<file path="src/rtl/bitwise_pkg.sv">
// Shared opcode and FSM encodings for the bitwise operation scheduler and its ALU.
package bitwise_pkg;

   localparam int OP_W = 3;

   localparam logic [OP_W-1:0] OP_AND  = 3'd0;
   localparam logic [OP_W-1:0] OP_OR   = 3'd1;
   localparam logic [OP_W-1:0] OP_XOR  = 3'd2;
   localparam logic [OP_W-1:0] OP_NOTB = 3'd3;
   localparam logic [OP_W-1:0] OP_XNOR = 3'd4;
   localparam logic [OP_W-1:0] OP_RXNR = 3'd5;
   localparam logic [OP_W-1:0] OP_RNND = 3'd6;
   localparam logic [OP_W-1:0] OP_RNOR = 3'd7;

   typedef enum logic [1:0] {
      ST_IDLE = 2'd0,
      ST_EXEC = 2'd1,
      ST_RESP = 2'd2
   } state_t;

endpackage

</file>
<file path="src/rtl/bitwise_alu.sv">
// Combinational bitwise/reduction ALU shared by all requesters.
module bitwise_alu #(
   parameter int W = 4
) (
   input  logic [2:0]   op,
   input  logic [W-1:0] a,
   input  logic [W-1:0] b,
   output logic [W-1:0] y
);
   import bitwise_pkg::*;

   // Reduction results land in bit 0 with the upper bits cleared.
   always_comb begin
      y = '0;
      case (op)
         OP_AND:  y = a & b;
         OP_OR:   y = a | b;
         OP_XOR:  y = a ^ b;
         OP_NOTB: y = ~b;
         OP_XNOR: y = ~(a ^ b);
         OP_RXNR: y = {{(W-1){1'b0}}, ~^b};
         OP_RNND: y = {{(W-1){1'b0}}, ~&b};
         OP_RNOR: y = {{(W-1){1'b0}}, ~|b};
         default: y = '0;
      endcase
   end

endmodule

</file>
<file path="src/rtl/bitwise_op_scheduler.sv">
// Round-robin scheduler that shares one bitwise ALU between NUM_REQ requesters,
// holding each result until the consumer accepts it.
module bitwise_op_scheduler #(
   parameter int NUM_REQ = 4,
   parameter int W       = 4,
   parameter int CNT_W   = 16
) (
   input  logic                 clk,
   input  logic                 rst,
   input  logic [NUM_REQ-1:0]   req_valid,
   output logic [NUM_REQ-1:0]   req_ready,
   input  logic [3*NUM_REQ-1:0] req_op,
   input  logic [W*NUM_REQ-1:0] req_a,
   input  logic [W*NUM_REQ-1:0] req_b,
   output logic                 rsp_valid,
   input  logic                 rsp_ready,
   output logic [2:0]           rsp_id,
   output logic [W-1:0]         rsp_data,
   output logic [CNT_W-1:0]     op_count
);
   import bitwise_pkg::*;

   state_t         state_q, state_d;
   logic [2:0]     rr_ptr;
   logic [7:0]     valid_pad;
   logic [7:0]     ready_pad;
   logic [3:0]     cand;
   logic           found;
   logic [2:0]     grant;
   logic [2:0]     sel_op;
   logic [W-1:0]   sel_a, sel_b;
   logic           accept;
   logic [2:0]     op_p0;
   logic [W-1:0]   a_p0, b_p0;
   logic [2:0]     g_p0;
   logic [W-1:0]   alu_y;
   logic [2:0]     rr_next;

   // Arbitration: first valid index at or after rr_ptr, wrapping at NUM_REQ.
   always_comb begin
      valid_pad = '0;
      valid_pad[NUM_REQ-1:0] = req_valid;
      found  = 1'b0;
      grant  = '0;
      cand   = '0;
      sel_op = '0;
      sel_a  = '0;
      sel_b  = '0;
      for (int i = 0; i < NUM_REQ; i++) begin
         cand = {1'b0, rr_ptr} + 4'(i);
         if (cand >= 4'(NUM_REQ))
            cand = cand - 4'(NUM_REQ);
         if (!found && valid_pad[cand[2:0]]) begin
            found = 1'b1;
            grant = cand[2:0];
         end
      end
      for (int i = 0; i < NUM_REQ; i++) begin
         if (grant == 3'(i)) begin
            sel_op = req_op[3*i +: 3];
            sel_a  = req_a[W*i +: W];
            sel_b  = req_b[W*i +: W];
         end
      end
   end

   assign accept    = (state_q == ST_IDLE) && found && !rst;
   assign ready_pad = 8'd1 << grant;
   assign req_ready = accept ? ready_pad[NUM_REQ-1:0] : '0;
   assign rsp_valid = (state_q == ST_RESP);
   assign rr_next   = (g_p0 == 3'(NUM_REQ-1)) ? 3'd0 : g_p0 + 3'd1;

   always_comb begin
      state_d = state_q;
      case (state_q)
         ST_IDLE: if (found)     state_d = ST_EXEC;
         ST_EXEC:                state_d = ST_RESP;
         ST_RESP: if (rsp_ready) state_d = ST_IDLE;
         default:                state_d = ST_IDLE;
      endcase
   end

   always_ff @(posedge clk) begin
      if (rst)
         state_q <= ST_IDLE;
      else
         state_q <= state_d;
   end

   // ---- stage p0: operand capture at the accept edge ----
   always_ff @(posedge clk) begin
      if (accept) begin
         op_p0 <= sel_op;
         a_p0  <= sel_a;
         b_p0  <= sel_b;
         g_p0  <= grant;
      end
   end

   bitwise_alu #(.W(W)) u_alu (
      .op (op_p0),
      .a  (a_p0),
      .b  (b_p0),
      .y  (alu_y)
   );

   // ---- stage p1: registered result, pointer advance and completion count ----
   always_ff @(posedge clk) begin
      if (rst) begin
         rr_ptr   <= '0;
         rsp_data <= '0;
         rsp_id   <= '0;
         op_count <= '0;
      end else begin
         if (state_q == ST_EXEC) begin
            rsp_data <= alu_y;
            rsp_id   <= g_p0;
            rr_ptr   <= rr_next;
         end
         if ((state_q == ST_RESP) && rsp_ready)
            op_count <= op_count + 1'b1;
      end
   end

endmodule
</file>
<file path="config.mk">
export PLATFORM = sky130hd
export DESIGN_NAME = bitwise_op_scheduler
export DESIGN_NICKNAME = d
export VERILOG_FILES = /design/src/rtl/bitwise_pkg.sv /design/src/rtl/bitwise_alu.sv /design/src/rtl/bitwise_op_scheduler.sv
export SDC_FILE = /design/constraint.sdc
export NUM_CORES = 1
export LEC_CHECK = 0
export BUFFER_PORTS_ARGS = -buffer_cell sky130_fd_sc_hd__clkbuf_2
export CELL_PAD_IN_SITES_DETAIL_PLACEMENT = 0
export CELL_PAD_IN_SITES_GLOBAL_PLACEMENT = 1
export CORE_MARGIN = 5
export CORE_UTILIZATION = 42
export CTS_BUF_LIST = sky130_fd_sc_hd__clkbuf_16
export DETAILED_ROUTE_END_ITERATION = 6
export PLACE_DENSITY_LB_ADDON = 0.1
export SLEW_MARGIN = 30
export SYNTH_ARGS = -nofsm -noshare
export SYNTH_HDL_FRONTEND = slang
export SYNTH_SLANG_ARGS = --single-unit
</file>
<file path="constraint.sdc">
create_clock -name clk -period 12.6 [get_ports clk]
set_input_delay 0.63 -clock clk [delete_from_list [all_inputs] [get_ports clk]]
set_output_delay 0.63 -clock clk [all_outputs]
set_load 0.05 [all_outputs]
</file>
## After elaboration in Yosys (flattened, before gate mapping)

Index checks and enable logic that the tools add are counted.

- Flip-flop bits (word level): 42
- Latch bits: 0
- Bits in writable memories: 0
- ROM bits: 0
- Input bits: 51
- Output and inout bits: 28
- Logic and storage cells: 104
- Memories kept: 0

- $add $sub $neg: 9
- Multiply operators: 0
- Divide/modulo/power cells: 0
- Order comparisons: 8
- Equal/unequal tests: 15
- Shift operators: 1
- Mux-type cells: 38
- Bitwise operators: 5
- Reduce and logical (&&, ||, !) cells: 19

Operators by type and width:

| cell | count |
|---|---|
| 2-to-1 mux 3 bit | 13 |
| 2-to-1 mux 4 bit | 9 |
| case mux 4 bit (8 select lines) | 1 |
| adder 16 x 1 -> 16 bit, second input constant | 1 |
| less-than comparator 3 x 4 -> 1 bit, second input constant | 4 |
| == test 3 x 2 -> 1 bit, second input constant | 5 |
| binary-select mux 1 bit (select 3 bit) | 4 |
| == test 3 bit, second input constant | 4 |
| greater-or-equal comparator 4 x 3 -> 1 bit, second input constant | 3 |
| subtractor 3 bit, second input constant | 4 |
| adder 3 x 2 -> 4 bit, second input constant | 2 |
| 2-to-1 mux 1 bit | 8 |
| NOT 4 bit | 2 |
| == test 3 x 1 -> 1 bit, second input constant | 2 |
| logical AND 1 bit | 6 |
| logical NOT 1 bit | 6 |
| logical NOT 3 bit | 2 |
| case mux 2 bit (3 select lines) | 1 |
| adder 3 x 1 -> 4 bit, second input constant | 1 |
| AND 4 bit | 1 |
| 2-to-1 mux 2 bit | 2 |
| bitwise OR 4 bit | 1 |
| AND reduction 4 bit | 1 |
| OR reduction 4 bit | 1 |
| other kinds (11) | 11 |

## Logic depth before layout (Yosys ltp)

Gate-level depths: netlist (run 1).

- Depth after elaboration: 19
- Gate-level depth with buffers: 12
- Depth with buffers taken out: 8

## Cells and area by module

Synthesis (run 1) repeated with hierarchy kept, for this count alone.

- Cells, all modules: 265
- Area total of the unflattened synthesis: 2737.6 um^2

Modules (own cells, without submodules):

| module | instances | cells each | area an instance (um^2) | sequential area each (um^2) |
|---|---|---|---|---|
| bitwise_op_scheduler | 1 | 210 | 2301.0 | 980.9 |
| bitwise_alu | 1 | 55 | 436.7 | 0.0 |

## Least setup slack after synthesis (run 1)

OpenSTA, ideal clock, no wires.

- Path type: register -> register
- Start: reg rr_ptr[0]
- End: reg a_p0[0], enable pin
- Setup time: 0.463 ns
- Arrival time: 4.093 ns
- Required time: 12.137 ns
- Path slack: 8.044 ns
- Stages on the path, launching flop included: 9
- Buffers on the path: 2
- Clock period less this slack: 4.556 ns
- Path through: dfxtp_1 -> buf_2 -> inv_1 -> ha_1 -> buf_6 -> mux2i_1 -> a221oi_2 -> a21boi_0 -> a2111oi_0

- Cells in the longest elaborated chain, start to end: 16
- Elaborated cells between the ends (all ways): 35
- Classes of those cells: add/sub: 7; order compare: 4; mux: 16; reduce/logical: 8

Ends and longest elaborated chain:

| item | RTL line | RTL |
|---|---|---|
| start, declared | bitwise_op_scheduler.sv:24 | `logic [2:0] rr_ptr;` |
| start signal, assigned | bitwise_op_scheduler.sv:118 | `rr_ptr <= rr_next;` |
| branches (longest 13 deep; another with adder 3 x 1 -> 4 bit) | n/a |  |
| 2-to-1 mux 1 bit (*) | bitwise_op_scheduler.sv:53 | `if (!found && valid_pad[cand[2:0]]) begin` |
| logical AND 1 bit (*) (2 in series) | bitwise_op_scheduler.sv:67 | `assign accept = (state_q == ST_IDLE) && found && !rst;` |
| end signal, assigned | bitwise_op_scheduler.sv:94 | `a_p0 <= sel_a;` |
| end, declared | bitwise_op_scheduler.sv:34 | `logic [W-1:0] a_p0, b_p0;` |

Mark *: on every way between the ends. The select of a mux whose other input is x is not followed.
A chain may end at the register's enable or synchronous reset.

## Worst setup path in the final report (run 1)

- Start: reg rr_ptr[0]
- End: out req_ready[3]

- Cells in the longest elaborated chain, start to end: 17
- Elaborated cells between the ends (all ways): 41
- Classes of those cells: add/sub: 7; order compare: 4; shift: 1; mux: 21; reduce/logical: 8

Ends and longest elaborated chain:

| item | RTL line | RTL |
|---|---|---|
| branches (longest 16 deep; another with adder 3 x 1 -> 4 bit) | n/a |  |
| 2-to-1 mux 4 bit (*) | bitwise_op_scheduler.sv:69 | `assign req_ready = accept ? ready_pad[NUM_REQ-1:0] : '0;` |
| end, declared | bitwise_op_scheduler.sv:11 | `output logic [NUM_REQ-1:0] req_ready,` |

Marked as above.

==> results.json, run 1 <==
{
  "status": "completed",
  "syn_avg_cell_area_um2": 9.46,
  "area_growth_pct": 20.8,
  "finalSetupTns_ns": 0,
  "grt_overflow": 0,
  "cts.sinks": 42,
  "syn_inst": 280,
  "max-cap-violations": 0,
  "viasPerCell": 5.09,
  "drive_above_1_share": 0.276,
  "ios": 79,
  "first_pass_iters": 4,
  "layout.cells.non_filler": 428,
  "grt_pass1_vias": 2056,
  "ys_ff_latch": 42,
  "synth_area_um2": 2650,
  "hold_ws_ns": 0.463,
  "coreArea_um2": 6240,
  "dpl.hpwl_mm": 4.64,
  "finalSetupViolCount": 0,
  "drc": 0,
  "drtAntennaViolNets": 0,
  "post-route-period-util": 0.341,
  "cts_buffers": 5,
  "io_buffers": 78,
  "cp_max_fo": 15,
  "period_minus_slack_ns": 4.29,
  "yosysWarnings": 0,
  "path_class": "register to output port",
  "max_slew_margin": 0.416,
  "leakage_nw": 1.47,
  "cts_setup_buffers": 0,
  "grt_usage": 0.157,
  "synth-seq-area-share": 0.371,
  "ys_types": 43,
  "synth_edf_count": 14,
  "arrival_ns": 3.66,
  "clock-skew-final_ns": 0.00403,
  "nets": 417,
  "synthArstFlopShare": 0,
  "wire_per_inst_um": 14.0,
  "power_density_nw_per_um2": 154,
  "postCtsHoldBufs": 0,
  "dp_cells": 420,
  "totalWireLength_mm": 5.98,
  "die_h_um": 89.4,
  "setup.worst_path.start_class": "register",
  "ir_worst_vdd_mv": 0.0675,
  "critPathCaptureType": "output port",
  "vias": 2179,
  "clock_latency_ns": 0.29,
  "layout_setup_ws_ns": 8.31,
  "cts_tree": "yes",
  "h-tree-depth": 2,
  "synthFlopType": "dfxtp_1",
  "grt_antenna_before_repair": 0,
  "synth_nets": 347,
  "min_path_type": "register to register",
  "die_area_um2": 7990,
  "tightest_slew_ns": 0.876,
  "grt_max_degree": 30,
  "dp_slack_ns": 8.63,
  "drt_iter0_markers": 111,
  "cp.required_ns": 11.97,
  "fmax_mhz": 233,
  "r2r_slack_ns": 8.83,
  "finalHoldViolations": 0,
  "die_w_um": 89.4,
  "clockBufferDepth": 2,
  "grt_pass1_wl_mm": 9.64,
  "slew_viol_final": 0,
  "start_util": 0.424,
  "cts_root_buf": "clkbuf_16",
  "place.gp.congestion": 0.783,
  "antenna_cells": 0,
  "num_rows": 29,
  "cts.reportedPaths.clkPinSlew_ns": 0.07,
  "cts-resized-gates": 0,
  "rsz0062_at_grt": "false"
}
path summary, 6_finish.rpt:
| kind | from | end | cells after the start |
|---|---|---|---|
| hold / removal | rsp_id[1] | rsp_id[1] | 2 |
| hold reg to reg | rsp_id[1] | rsp_id[1] | 2 |
| setup / recovery | rr_ptr[0] | req_ready[3] | 9 |
| setup reg to reg | rr_ptr[0] | b_p0[3] | 9 |
flip-flops by register name, indices dropped and copies added (netlist names):
| signal | count |
|---|---|
| op_count | 16 |
| op_p0 | 3 |
| rsp_id | 3 |
| b_p0 | 4 |
| rsp_data | 4 |
| g_p0 | 3 |
| a_p0 | 4 |
| rr_ptr | 3 |
| state_q | 2 |
stage by stage:
stage | total power [W] | instance area [µm²] | utilization
after floorplan | 0.000331 | 2650 | -
after CTS | 0.000497 | 3200 | 0.513
final | 0.000493 | 3200 | 0.513
after global placement | 0.000360 | 3050 | 0.488
after detailed placement | 0.000363 | 3050 | 0.488
after global routing | 0.000525 | 3200 | 0.513
placed cells by master, fill, tap and decap left out, types with 4 or more instances in the layout:
cell type and count:
clkbuf_2 78, dfxtp_1 28, clkbuf_16 5, nor2_1 28
and3_1 5, nand3_1 6, inv_1 15, o21ai_0 8
nand2b_1 4, nand4_1 5, a21oi_1 18, mux2i_1 39
edfxtp_1 14, nor2b_1 8, nand2_1 20, ha_1 16
xor2_1 10
cell families (layout without fill, tap and decap cells):
kind of cell | Yosys count | after routing | share of synthesized area
fa+ha+maj | 16 | 16 | 0.0756
buf+inv | 32 | 103 | 0.0629
simple gates | 90 | 90 | 0.167
xor+xnor | 13 | 13 | 0.0430
flops | 42 | 42 | 0.371
compound gates | 42 | 42 | 0.102
mux | 44 | 44 | 0.177
other cells | 1 | 1 | 0.00142
layer usage:
metal  vias up  wire length [µm]  global-route usage
met1       997              2900               0.207
met2        52              2730               0.255
li1       1124                 -                   -
met3         6               280              0.0378
met5         -                 0                   0
met4         0                70              0.0447
synth_stat cells (3+ instances only):
| library cell | count | area, µm² |
|---|---|---|
| nor3_1 | 3 | 15.0 |
| nand2b_1 | 4 | 25.0 |
| nand3_1 | 6 | 30.0 |
| mux2i_1 | 39 | 390 |
| dfxtp_1 | 28 | 561 |
| ha_1 | 16 | 200 |
| nor2_1 | 28 | 105 |
| nor2b_1 | 8 | 50.1 |
| clkbuf_1 | 10 | 37.5 |
| inv_1 | 15 | 56.3 |
| o211ai_1 | 3 | 22.5 |
| o21ai_0 | 8 | 40.0 |
| nand4_1 | 5 | 31.3 |
| a21oi_1 | 18 | 90.1 |
| buf_2 | 3 | 15.0 |
| nand3b_1 | 3 | 22.5 |
| xor2_1 | 10 | 87.6 |
| and3_1 | 5 | 31.3 |
| edfxtp_1 | 14 | 420 |
| mux2_2 | 3 | 33.8 |
| or3_1 | 3 | 18.8 |
| xnor2_1 | 3 | 26.3 |
| nand2_1 | 20 | 75.1 |
where the power goes:
part | total (W) | switching (W) | internal [W]
clock network | 0.000135 | 0.0000589 | 0.0000759
registers | 0.000181 | 0.0000189 | 0.000162
logic | 0.000176 | 0.000102 | 0.0000744
layout make-up:
| type | instances | area, µm² |
|---|---|---|
| clock inverters | 3 | 28.8 |
| flip-flops and latches | 42 | 981 |
| multi-input cells | 206 | 1510 |
| repair buffers | 80 | 405 |
| clock buffers | 5 | 125 |
| well taps | 77 | 96.3 |
| fillers | 627 | 3040 |
| inverters | 15 | 56.3 |
worst max-delay path, stage by stage (launching register included):
cell	delay [ns]
dfxtp_1	0.61
inv_1	0.21
ha_1	0.46
mux4_2	0.55
and2_4	0.18
a2bb2oi_1	0.13
o22a_1	0.51
nand2b_1	0.31
nor2b_1	0.13
clkbuf_2	0.28
(Power assumes the default switching activity.)
==> run 2, diff against run 1 <==
CORE_UTILIZATION = 35   (was 42)
clock period = 3.9 ns   (was 12.6 ns; I/O delays follow)
==> run 2 against run 1 <==
Sequential cell count unchanged. Register-to-register slack got worse by 8.1 ns. Cell area increased by 1.3%. Total power increased to 3.2 times the previous value. Sequential power increased to 3.2 times the previous value. Cell count increased by 5.4%. Count of clock-buffer cells in the layout unchanged. Combinational power increased to 3.3 times the previous value. Highest routed layer unchanged.
==> results.json, run 2 (synthesis gave the netlist of run 1 again) <==
{
  "max_slew_margin": 0.572,
  "clockBufferDepth": 2,
  "wire_per_inst_um": 13.8,
  "vias": 2177,
  "power_density_nw_per_um2": 490,
  "fmax_mhz": 285,
  "cp.required_ns": 3.70,
  "layout_setup_ws_ns": 0.387,
  "startpoint": "rr_ptr[0]",
  "min_path_type": "primary input to register",
  "top_register": "op_count",
  "totalWireLength_mm": 6.24,
  "cpMaxStageDelayCell": "dfxtp_1",
  "drt_iter0_markers": 58,
  "hold_ws_ns": 0.202,
  "grt_antenna_before_repair": 0,
  "die_area_um2": 9400,
  "finalHoldViolations": 0,
  "cp_top_family": "buffers and inverters",
  "place.gp.congestion": 0.896,
  "clock_latency_ns": 0.28,
  "setup.worst_path.start_class": "register",
  "ios": 79,
  "coreArea_um2": 7290,
  "cts_buffers": 5,
  "r2r_end": "a_p0[3]",
  "post-route-period-util": 0.901,
  "status": "completed",
  "ir_worst_vdd_mv": 0.174,
  "num_rows": 31,
  "start_util": 0.363,
  "grt_pass1_vias": 2211,
  "crit_cells": 9,
  "critPathCaptureType": "output port",
  "crit_path_end": "req_ready[1]",
  "crit_chain": "inv_1 -> ha_1 -> mux4_2 -> and2_4 -> o31ai_1 -> nand3b_1 -> buf_12 -> and3_1 -> clkbuf_2",
  "rsz0062_at_grt": "false",
  "rr_startpoint": "rr_ptr[0]",
  "crit_buf_inv": 3,
  "first_pass_iters": 4,
  "max-cap-violations": 0,
  "cts_tree": "yes",
  "layout.cells.non_filler": 451,
  "cts_setup_buffers": 0,
  "dp_cells": 443,
  "r2r_slack_ns": 0.73,
  "arrival_ns": 3.32,
  "die_h_um": 97.0,
  "period_minus_slack_ns": 3.51,
  "total_power_w": 0.00159,
  "drtAntennaViolNets": 0,
  "io_buffers": 78,
  "area_growth_pct": 22.4,
  "die_w_um": 97.0,
  "viasPerCell": 4.83,
  "final_common_cell": "clkbuf_2",
  "dpl.hpwl_mm": 4.77,
  "postCtsHoldBufs": 0,
  "cts-resized-gates": 0,
  "grt_max_degree": 30,
  "drive_above_1_share": 0.281,
  "dp_slack_ns": 0.668,
  "rr_worst_depth": 9,
  "slew_viol_final": 0,
  "grt_pass1_wl_mm": 10.7,
  "critPathMaxStageDelay_ns": 0.60,
  "drc": 0,
  "cts.sinks": 42,
  "finalSetupTns_ns": 0,
  "finalSetupViolCount": 0,
  "cts.reportedPaths.clkPinSlew_ns": 0.06,
  "path_class": "register to output port",
  "antenna_cells": 0,
  "clock-skew-final_ns": 0.00559,
  "tightest_slew_ns": 0.642,
  "h-tree-depth": 2,
  "largest_register_ffs": 16,
  "cts_root_buf": "clkbuf_16",
  "leakage_nw": 1.48,
  "mostFrequentLayoutCells": "78 x clkbuf_2, 39 x mux2i_1, 28 x nor2_1, 28 x dfxtp_1, 20 x nand2_1",
  "cp_max_fo": 27,
  "grt_overflow": 0,
  "grt_usage": 0.137,
  "nets": 418
}
run 2: changes by cell type in the layout (fill, tap and decap cells not counted):
cell      delta
inv_8        -1
clkinv_2     +1
buf_12       +1
inv_6        -1
inv_4        +1
nor2b_1      -1
nor2b_2      +1
run 2: cell type report:
type,count,area [µm²]
Clock buffer,5,125
Timing Repair Buffer,81,425
Fill cell,757,4050
Clock inverter,3,20.0
Inverter,15,56.3
Tap cell,99,124
Multi-Input combinational cell,206,1510
Sequential cell,42,981
run 2: worst min-delay path by stage:
stage / endpoint / cells after the start / start
detailed placement: rsp_id[0] / 2 / rsp_id[0]
CTS: state_q[1] / 3 / rsp_ready
floorplan: state_q[0] / 1 / rst
global route: state_q[1] / 3 / rsp_ready
finish: state_q[1] / 3 / rsp_ready
global placement: rsp_id[2] / 2 / rsp_id[2]
run 2: report_power, final:
group          switching [W]  leakage (nW)  internal (W)
clock               0.000181        0.0741      0.000238
combinational       0.000330          1.05      0.000253
sequential         0.0000610         0.360      0.000525
run 2: worst register-to-register path, stage by stage (launching register included):
cell and delay, ns:
dfxtp_1 0.60, inv_1 0.21, ha_1 0.46, mux4_2 0.55, and2_4 0.19, o31ai_1 0.19
nand3b_1 0.18, buf_12 0.21, mux2i_1 0.22, mux2i_1 0.11
run 2: through the flow:
stage / cell area (µm²) / utilization
2_1_floorplan: 2650 / -
3_3_place_gp: 3090 / 0.424
3_5_place_dp: 3090 / 0.424
4_1_cts: 3240 / 0.444
5_1_grt: 3240 / 0.444
6_report: 3240 / 0.444
run 2: routing by layer:
layer,global-route usage,vias to the layer above,routed length [µm]
met4,0.0324,0,51
li1,-,1123,-
met1,0.189,987,3020
met5,0,-,0
met3,0.0381,4,360
met2,0.212,63,2810
